### config.mk
export PLATFORM = sky130hd
export DESIGN_NAME = huffman_gen
export DESIGN_NICKNAME = d
export VERILOG_FILES = /design/src/rtl/huffman_gen.sv
export SDC_FILE = /design/constraint.sdc
export NUM_CORES = 1
export LEC_CHECK = 0
export BUFFER_PORTS_ARGS = -buffer_cell sky130_fd_sc_hd__clkbuf_2
export CAP_MARGIN = 20
export CORE_MARGIN = 3
export CORE_UTILIZATION = 40
export DETAILED_ROUTE_END_ITERATION = 8
export GPL_ROUTABILITY_DRIVEN = 0
export PLACE_DENSITY = 0.67
export SYNTH_ARGS = -nofsm -noshare
export SYNTH_HDL_FRONTEND = slang
export SYNTH_SLANG_ARGS = --single-unit
### constraint.sdc
create_clock -name clk -period 17.1 [get_ports clk]
set_input_delay 0 -clock clk [delete_from_list [all_inputs] [get_ports clk]]
set_output_delay 0 -clock clk [all_outputs]
set_load 0.02 [all_outputs]
### src/rtl/huffman_gen.sv
// huffman_gen: per-frame symbol histogram followed by a Huffman code build.
//
// Samples are counted while in COUNT. An accepted gray_last closes the frame.
// The counts are then published, and N_SYM-1 SELECT/MERGE rounds build one
// right-aligned code and one length mask for every symbol.
//
// Parameters:
//   N_SYM  - number of symbols (2..8); symbol values are 1..N_SYM
//   DATA_W - sample width
//   CNT_W  - per-symbol counter width
//   CODE_W - code/mask width per symbol (>= N_SYM-1)
//
// Ports:
//   clk, reset  - rising-edge clock, asynchronous active-high reset
//   gray_valid  - sample valid; gray_data carries the sample; gray_last ends the frame
//   gray_ready  - high only in COUNT
//   CNT_valid   - one-cycle pulse; cnt_flat holds count of symbol k+1 at [k*CNT_W +: CNT_W]
//   code_valid  - one-cycle pulse; hc_flat/mask_flat hold code and mask of symbol k+1
//                 at [k*CODE_W +: CODE_W]
//
// Build option: define HUFFMAN_GEN_SAT_EN to make the counters saturate instead of wrap.

module huffman_gen #(
    parameter int unsigned N_SYM  = 6,
    parameter int unsigned DATA_W = 8,
    parameter int unsigned CNT_W  = 8,
    parameter int unsigned CODE_W = 8
) (
    input  logic                      clk,
    input  logic                      reset,
    input  logic                      gray_valid,
    input  logic [DATA_W-1:0]         gray_data,
    input  logic                      gray_last,
    output logic                      gray_ready,
    output logic                      CNT_valid,
    output logic [N_SYM*CNT_W-1:0]    cnt_flat,
    output logic                      code_valid,
    output logic [N_SYM*CODE_W-1:0]   hc_flat,
    output logic [N_SYM*CODE_W-1:0]   mask_flat
);

    localparam int unsigned SUM_W      = CNT_W + 3;
    localparam int unsigned IDX_W      = (N_SYM > 1) ? $clog2(N_SYM) : 1;
    localparam logic [3:0]  LAST_MERGE = 4'(N_SYM - 2);

    typedef enum logic [2:0] {StCount, StLatch, StSelect, StMerge, StDone} state_e;

    state_e state_q, state_d;

    logic [CNT_W-1:0]  cnt_q    [N_SYM];
    logic [CNT_W-1:0]  cnt_d    [N_SYM];
    logic [SUM_W-1:0]  sum_q    [N_SYM];
    logic [SUM_W-1:0]  sum_d    [N_SYM];
    logic [N_SYM-1:0]  memb_q   [N_SYM];
    logic [N_SYM-1:0]  memb_d   [N_SYM];
    logic [CODE_W-1:0] code_q   [N_SYM];
    logic [CODE_W-1:0] code_d   [N_SYM];
    logic [CODE_W-1:0] mask_q   [N_SYM];
    logic [CODE_W-1:0] mask_d   [N_SYM];
    logic [N_SYM-1:0]  active_q, active_d;
    logic [IDX_W-1:0]  m1_q, m2_q, m1_sel, m2_sel;
    logic [3:0]        merges_q, merges_d;

    logic [N_SYM*CNT_W-1:0]  cnt_out_q, cnt_out_d;
    logic [N_SYM*CODE_W-1:0] hc_out_q, hc_out_d;
    logic [N_SYM*CODE_W-1:0] mask_out_q, mask_out_d;

    logic             found1, found2;
    logic [SUM_W-1:0] best1, best2;
    logic             accept, frame_end, last_merge;

    assign accept     = gray_valid && (state_q == StCount);
    assign frame_end  = accept && gray_last;
    assign last_merge = (state_q == StMerge) && (merges_q == LAST_MERGE);

    // ------------------------------------------------------------------
    // FSM next state
    // ------------------------------------------------------------------
    always_comb begin
        state_d = state_q;
        unique case (state_q)
            StCount:  if (frame_end) state_d = StLatch;
            StLatch:  state_d = StSelect;
            StSelect: state_d = StMerge;
            StMerge:  state_d = (merges_q == LAST_MERGE) ? StDone : StSelect;
            StDone:   state_d = StCount;
            default:  state_d = StCount;
        endcase
    end

    // ------------------------------------------------------------------
    // Histogram counters; cleared on the DONE -> COUNT transition
    // ------------------------------------------------------------------
    always_comb begin
        for (int k = 0; k < N_SYM; k++) begin
            cnt_d[k] = cnt_q[k];
        end
        if (state_q == StDone) begin
            for (int k = 0; k < N_SYM; k++) begin
                cnt_d[k] = '0;
            end
        end else if (accept) begin
            for (int k = 0; k < N_SYM; k++) begin
                if (gray_data == DATA_W'(k + 1)) begin
`ifdef HUFFMAN_GEN_SAT_EN
                    if (cnt_q[k] != {CNT_W{1'b1}}) begin
                        cnt_d[k] = cnt_q[k] + CNT_W'(1);
                    end
`else
                    cnt_d[k] = cnt_q[k] + CNT_W'(1);
`endif
                end
            end
        end
    end

    // Published counts include the closing sample, so they come from cnt_d.
    always_comb begin
        cnt_out_d = cnt_out_q;
        if (frame_end) begin
            for (int k = 0; k < N_SYM; k++) begin
                cnt_out_d[k*CNT_W +: CNT_W] = cnt_d[k];
            end
        end
    end

    // ------------------------------------------------------------------
    // Minimum search. '<=' while scanning upward lets the highest index win ties.
    // ------------------------------------------------------------------
    always_comb begin
        m1_sel = '0;
        best1  = '0;
        found1 = 1'b0;
        for (int s = 0; s < N_SYM; s++) begin
            if (active_q[s] && (!found1 || sum_q[s] <= best1)) begin
                found1 = 1'b1;
                best1  = sum_q[s];
                m1_sel = IDX_W'(s);
            end
        end
        m2_sel = '0;
        best2  = '0;
        found2 = 1'b0;
        for (int s = 0; s < N_SYM; s++) begin
            if (active_q[s] && (IDX_W'(s) != m1_sel) && (!found2 || sum_q[s] <= best2)) begin
                found2 = 1'b1;
                best2  = sum_q[s];
                m2_sel = IDX_W'(s);
            end
        end
    end

    // ------------------------------------------------------------------
    // Group table: load in LATCH, merge m1 into m2 in MERGE
    // ------------------------------------------------------------------
    always_comb begin
        for (int s = 0; s < N_SYM; s++) begin
            sum_d[s]  = sum_q[s];
            memb_d[s] = memb_q[s];
            code_d[s] = code_q[s];
            mask_d[s] = mask_q[s];
        end
        active_d = active_q;
        merges_d = merges_q;

        if (state_q == StLatch) begin
            for (int s = 0; s < N_SYM; s++) begin
                sum_d[s]  = SUM_W'(cnt_q[s]);
                memb_d[s] = N_SYM'(1) << s;
                code_d[s] = '0;
                mask_d[s] = '0;
            end
            active_d = '1;
            merges_d = '0;
        end else if (state_q == StMerge) begin
            // mask = 2^len-1, so mask+1 is the one-hot bit at position len.
            for (int k = 0; k < N_SYM; k++) begin
                if (memb_q[m1_q][k]) begin
                    code_d[k] = code_q[k] | (mask_q[k] + CODE_W'(1));
                    mask_d[k] = (mask_q[k] << 1) | CODE_W'(1);
                end else if (memb_q[m2_q][k]) begin
                    mask_d[k] = (mask_q[k] << 1) | CODE_W'(1);
                end
            end
            sum_d[m2_q]    = sum_q[m2_q] + sum_q[m1_q];
            memb_d[m2_q]   = memb_q[m2_q] | memb_q[m1_q];
            memb_d[m1_q]   = '0;
            active_d[m1_q] = 1'b0;
            merges_d       = merges_q + 4'd1;
        end
    end

    // Codes are published from the final merge's next values so they appear in DONE.
    always_comb begin
        hc_out_d   = hc_out_q;
        mask_out_d = mask_out_q;
        if (last_merge) begin
            for (int k = 0; k < N_SYM; k++) begin
                hc_out_d[k*CODE_W +: CODE_W]   = code_d[k];
                mask_out_d[k*CODE_W +: CODE_W] = mask_d[k];
            end
        end
    end

    // ------------------------------------------------------------------
    // State registers
    // ------------------------------------------------------------------
    always_ff @(posedge clk or posedge reset) begin
        if (reset) begin
            state_q    <= StCount;
            active_q   <= '0;
            m1_q       <= '0;
            m2_q       <= '0;
            merges_q   <= '0;
            cnt_out_q  <= '0;
            hc_out_q   <= '0;
            mask_out_q <= '0;
            for (int s = 0; s < N_SYM; s++) begin
                cnt_q[s]  <= '0;
                sum_q[s]  <= '0;
                memb_q[s] <= '0;
                code_q[s] <= '0;
                mask_q[s] <= '0;
            end
        end else begin
            state_q    <= state_d;
            active_q   <= active_d;
            merges_q   <= merges_d;
            cnt_out_q  <= cnt_out_d;
            hc_out_q   <= hc_out_d;
            mask_out_q <= mask_out_d;
            if (state_q == StSelect) begin
                m1_q <= m1_sel;
                m2_q <= m2_sel;
            end
            for (int s = 0; s < N_SYM; s++) begin
                cnt_q[s]  <= cnt_d[s];
                sum_q[s]  <= sum_d[s];
                memb_q[s] <= memb_d[s];
                code_q[s] <= code_d[s];
                mask_q[s] <= mask_d[s];
            end
        end
    end

    assign gray_ready = (state_q == StCount);
    assign CNT_valid  = (state_q == StLatch);
    assign code_valid = (state_q == StDone);
    assign cnt_flat   = cnt_out_q;
    assign hc_flat    = hc_out_q;
    assign mask_flat  = mask_out_q;

endmodule

[After elaboration in Yosys (flattened, before gate mapping)]
Cells that the tools add are included.
Word-level totals
  output and inout bits: 147
  memories kept: 0
  bits in registers: 409
  memory bits (read-only): 0
  bits in writable memories: 0
  latch bits: 0
  bits of input ports: 12
  logic and storage cells: 236
Operators by class
  divide/modulo/power cells: 0
  equality and inequality tests: 17
  muxes and demuxes: 93
  shift-type cells: 0
  reductions and logical operators: 45
  bitwise gates (word level): 13
  magnitude comparators: 16
  add/subtract/negate cells: 14
  multiply operators: 0
Operators by type and width (count)
  2-to-1 mux 48 bit: 6
  2-to-1 mux 8 bit: 24
  2-to-1 mux 11 bit: 15
  2-to-1 mux 66 bit: 2
  <= comparator 11 bit: 10
  adder 8 x 1 -> 8 bit, second input constant: 12
  2-to-1 mux 36 bit: 2
  binary-select mux 11 bit (select 3 bit): 2
  bitwise mux 66 bit: 1
  2-to-1 mux 6 bit: 8
  OR 8 bit: 6
  bitwise AND 36 bit: 1
  binary-select mux 6 bit (select 3 bit): 2
  bitwise mux 36 bit: 1
  demux 6 bit (select 3 bit): 2
  inverter 36 bit: 1
  demux 11 bit (select 3 bit): 1
  2-to-1 mux 3 bit: 10
  equality test 8 x 3 -> 1 bit, second input constant: 3
  logical AND 1 bit: 22
  equality test 8 x 2 -> 1 bit, second input constant: 2
  2-to-1 mux 1 bit: 13
  case mux 3 bit (4 select lines): 1
  adder 11 bit: 1
  other kinds (25): 50

[Logic depth before layout (Yosys ltp)]
  depth after elaboration: 44
  mapped depth: 99
  gate-level depth less buffers: 86

[Worst setup path after synthesis]
No wires, ideal clock.
  kind: register to register
  start point: reg active_q[0]
  end point: reg m2_q[1]
  setup slack: -662 ps
  stages on the path, launching flop included: 98
  period minus slack after synthesis: 17762 ps
  path buffers: 13
  library setup time: 83 ps
  arrival time: 17680 ps
  cell sequence: dfrtp_1 > buf_6 > clkbuf_1 > and2_1 > inv_1 > ha_1 > and3_1 > nand4_1 > o21bai_1 > a31o_2 > nand2_1 > buf_2 > mux2i_1 > ha_1 > nor2b_1 > o21ai_0 > a211oi_1 > o31ai_1 > (+62 left out) > o21a_1 > o21ai_0 > a211o_1 > o21ai_0 > a31oi_1 > o31ai_2 > buf_4 > o22ai_1 > ha_1 > nor2b_1 > o21a_1 > o21a_1 > o211ai_1 > a21o_1 > a31oi_1 > a2bb2oi_1 > nand2_1 > o21ai_0
On the way
  cells in the longest elaborated chain, start to end: 44
  elaborated cells between the ends (all ways): 81
  those cells by class: 10 x order compare; 5 x eq/ne; 29 x mux; 37 x reduce/logical
Ends and longest elaborated chain
  start, declared: line 60  | logic [N_SYM-1:0] active_q, active_d;
  start signal, assigned: line 227  | active_q <= active_d;
  2-to-1 mux 11 bit or 2-to-1 mux 1 bit (tied branches): line 135  | if (active_q[s] && (!found1 || sum_q[s] <= best1)) begin
  <= comparator 11 bit or logical NOT 1 bit (tied branches): line 135
  logical OR 1 bit: line 135
  logical AND 1 bit: line 135
  2-to-1 mux 11 bit or 2-to-1 mux 1 bit (tied branches): line 135
  <= comparator 11 bit or logical NOT 1 bit (tied branches): line 135
  logical OR 1 bit: line 135
  logical AND 1 bit: line 135
  (+28 left out)
  <= comparator 11 bit or logical NOT 1 bit (tied branches): line 145  | if (active_q[s] && (IDX_W'(s) != m1_sel) && (!found2 || sum_q[s] <= best2)) begin
  logical OR 1 bit: line 145
  logical AND 1 bit: line 145
  2-to-1 mux 11 bit or 2-to-1 mux 1 bit (tied branches): line 145
  <= comparator 11 bit or logical NOT 1 bit (tied branches): line 145
  logical OR 1 bit: line 145
  logical AND 1 bit: line 145
  2-to-1 mux 3 bit *: line 145
  end signal, assigned: line 234  | m2_q <= m2_sel;
  end, declared: line 61  | logic [IDX_W-1:0] m1_q, m2_q, m1_sel, m2_sel;
Every way passes the cells marked *; elsewhere a longest branch is shown, timed or not.
A chain may end at the register's enable or synchronous reset.

[Worst setup path after layout]
Ends and elaborated chain as after synthesis.

==> flow_summary.ini <==
[run_status]
outcome = completed

[timing]
slew_violations = 0
max_freq_ghz = 0.0587
worst_pin_slew_ns = 1.15
fin_tns_setup_ns = 0
relSlewSlack = 0.225
setup_viol = 0
rsz0062_at_grt = yes
skew_ns = 0.0359
finalCriticalPeriod_ns = 17.02
hold_viol = 0
min_period_over_period = 0.995

[setup_path]
slowest_delay_ns = 0.43
worst_setup_path_end_kind = flop
crit_arrival_ns = 17.50
crit_fanout = 17
cpMostUsedCell = ha_1
slowest_stage = dfrtp_2
worstPathRequired_ns = 17.58
crit_type = reg2reg
startpoint_type = flop

[final_layout]
drive_gt1_frac = 0.197
n_fill_cell = 5175
nets = 2820
area_growth_pct = 20.2
diodes = 0

[drt]
viasPerCell = 6.20
vias = 21444
initialDrtViolationCount = 2577
drc = 0
wl_per_cell_um = 21.9
drt_pre_antenna_iters = 6
wirelength_um = 75600
ant_nets = 0

[cts]
clk_path_buf_depth = 3
clock_latency_ns = 0.57
cts_tree = yes
numCtsBuffers = 42
h-tree-depth = 2
clock_sinks = 409
cts_root_buffer = clkbuf_16
clk_pin_slew_ns = 0.06

[die]
core_region_area_mm2 = 0.0568
start_util = 0.407
dieWidth_um = 246
io_pins = 159
die_area_mm2 = 0.0607
num_rows = 87
die_height_um = 246

[place]
hpwl_um = 51600
port_buffers = 158

[synthesis]
synth_edf_count = 0
ys_warn_count = 0
async_flop_share = 1.00
ys_types = 79
synth.yosys.seq_area_share = 0.443
yosysTopAreaCellShare = 0.443
syn-cell-area_mm2 = 0.0231
synthCells = 2479
synth_largest_area_cell = dfrtp_1
synthFlopType = dfrtp_1
synthTopCellsByArea = dfrtp_1, ha_1, o31ai_1
syn-num-nets = 2626
syn_area_per_cell_um2 = 9.33
ys_seq_elements = 409

[global_route]
track_usage = 0.237
grt_pass1_vias = 20493
busiest_layer = met2
antenna_found_initial = 1
met2_usage = 0.359
grt_pass1_wl_um = 115000
use_met3 = 0.0500
globalRouteOverflowTotal = 0
met1_usage = 0.326
grt_max_degree = 185

[run]
maxCapViolCount = 0

[hold_path]
hold_class = in2reg
registers in the layout, summed over array words and instances (netlist names):
| register | count |
|---|---|
| memb_q | 36 |
| code_q | 48 |
| m2_q | 3 |
| mask_flat | 48 |
| active_q | 6 |
| state_q | 3 |
| hc_flat | 48 |
| sum_q | 66 |
| m1_q | 3 |
| cnt_q | 48 |
| mask_q | 48 |
| cnt_flat | 48 |
| merges_q | 4 |
cell type report:
cell class / count / area (um^2) / share of cell area
repair buffers: 313 / 2110 / 0.0759
inverters: 61 / 241 / 0.00869
clock inverters: 14 / 278 / 0.00999
multi-input cells: 1846 / 12800 / 0.460
flip-flops and latches: 409 / 10200 / 0.368
well taps: 756 / 946 / 0.0340
clock buffers: 59 / 1210 / 0.0434
cell families (layout without fill, tap and decap cells):
kind of cell    count (synthesis)  after routing  synth area share
compound gates                716            718             0.214
xor+xnor                       88             88            0.0333
fa+ha+maj                     135            135            0.0734
buf+inv                       226            447            0.0394
flops                         409            409             0.443
mux                            83             83            0.0364
simple gates                  822            822             0.161
placed cells by master, fill, tap and decap left out, drive strengths merged, types with 76 or more instances in the layout:
cell	synthesis	layout
dfrtp	409	409
clkbuf	137	219
a21oi	139	139
nand3	93	93
buf	28	147
o21ai	100	100
nor2	238	238
o31ai	160	160
o22ai	76	76
ha	134	134
nand2	302	302
worst max-delay path, delay by kind of cell, from the launching register on:
kind                       cells  cell delay [ns]
muxes                          2             0.45
buffers and inverters         14             2.04
and+or+nand+nor               23             3.87
adders and majority gates     10             2.86
DFF                            1             0.43
AOI/OAI and AO/OA             39             7.23
layer usage:
layer / vias up / routed length (um)
met3: 353 / 8270
met1: 10396 / 30300
li1: 9436 / -
met4: 2 / 4580
met5: - / 16
met2: 1257 / 32500
cells in the mapped netlist (7+ instances only):
cell	n
buf_1	8
o221ai_1	8
nand2_1	302
nand3b_1	7
nor2b_1	14
nor2_1	232
a31oi_1	11
a22oi_1	62
o22ai_1	73
nand3_1	93
xnor2_1	39
o31ai_1	159
a221oi_2	10
nand4_1	46
o21a_1	16
or3_1	11
xor2_1	49
inv_1	60
a21boi_0	11
a21oi_1	139
dfrtp_1	409
and3_1	14
o21ai_0	96
mux2_2	9
mux2i_1	74
o21bai_1	8
nor3_1	47
buf_2	11
ha_1	134
a22o_1	30
a221oi_1	9
o211ai_1	10
and2_1	17
a21o_1	29
clkbuf_1	137
stage by stage:
step	setup slack (ns)	instances	instance area, um^2	util	hold WS [ns]
after floorplan	0.0552	2479	23200	-	0.294
after global placement	-0.207	3313	24900	0.438	0.194
after detailed placement	-1.08	3315	24900	0.439	0.200
after CTS	0.0777	3409	26600	0.469	0.0150
after global routing	-0.432	3458	27800	0.489	0.0656
final	0.0780	3458	27800	0.489	0.0118
path summary, 6_finish.rpt:
check / from / to / slack (ns) / cells after the start
setup reg to reg: active_q[0] / m2_q[1] / 0.08 / 88
setup / recovery: active_q[0] / m2_q[1] / 0.08 / 88
max in group asynchronous: reset / memb_q[22] / 14.79 / 5
hold reg to reg: mask_flat[46] / mask_flat[46] / 0.47 / 2
hold / removal: gray_data[2] / cnt_q[43] / 0.01 / 5
min in group asynchronous: reset / sum_q[23] / 0.13 / 3
what timing repair did:
item / CTS / global route
resized for setup: 15 / 163
cloned: 1 / 6
hold buffers: 3 / 3
buffers inserted: 17 / 38
pin swaps: 8 / 35
setup endpoints to repair: 3 / 3
hold endpoints to repair: 113 / 10
Power is left out: the tool's default activity adds up to more than one toggle a clock period on the data nets, which glitch-free logic cannot reach.
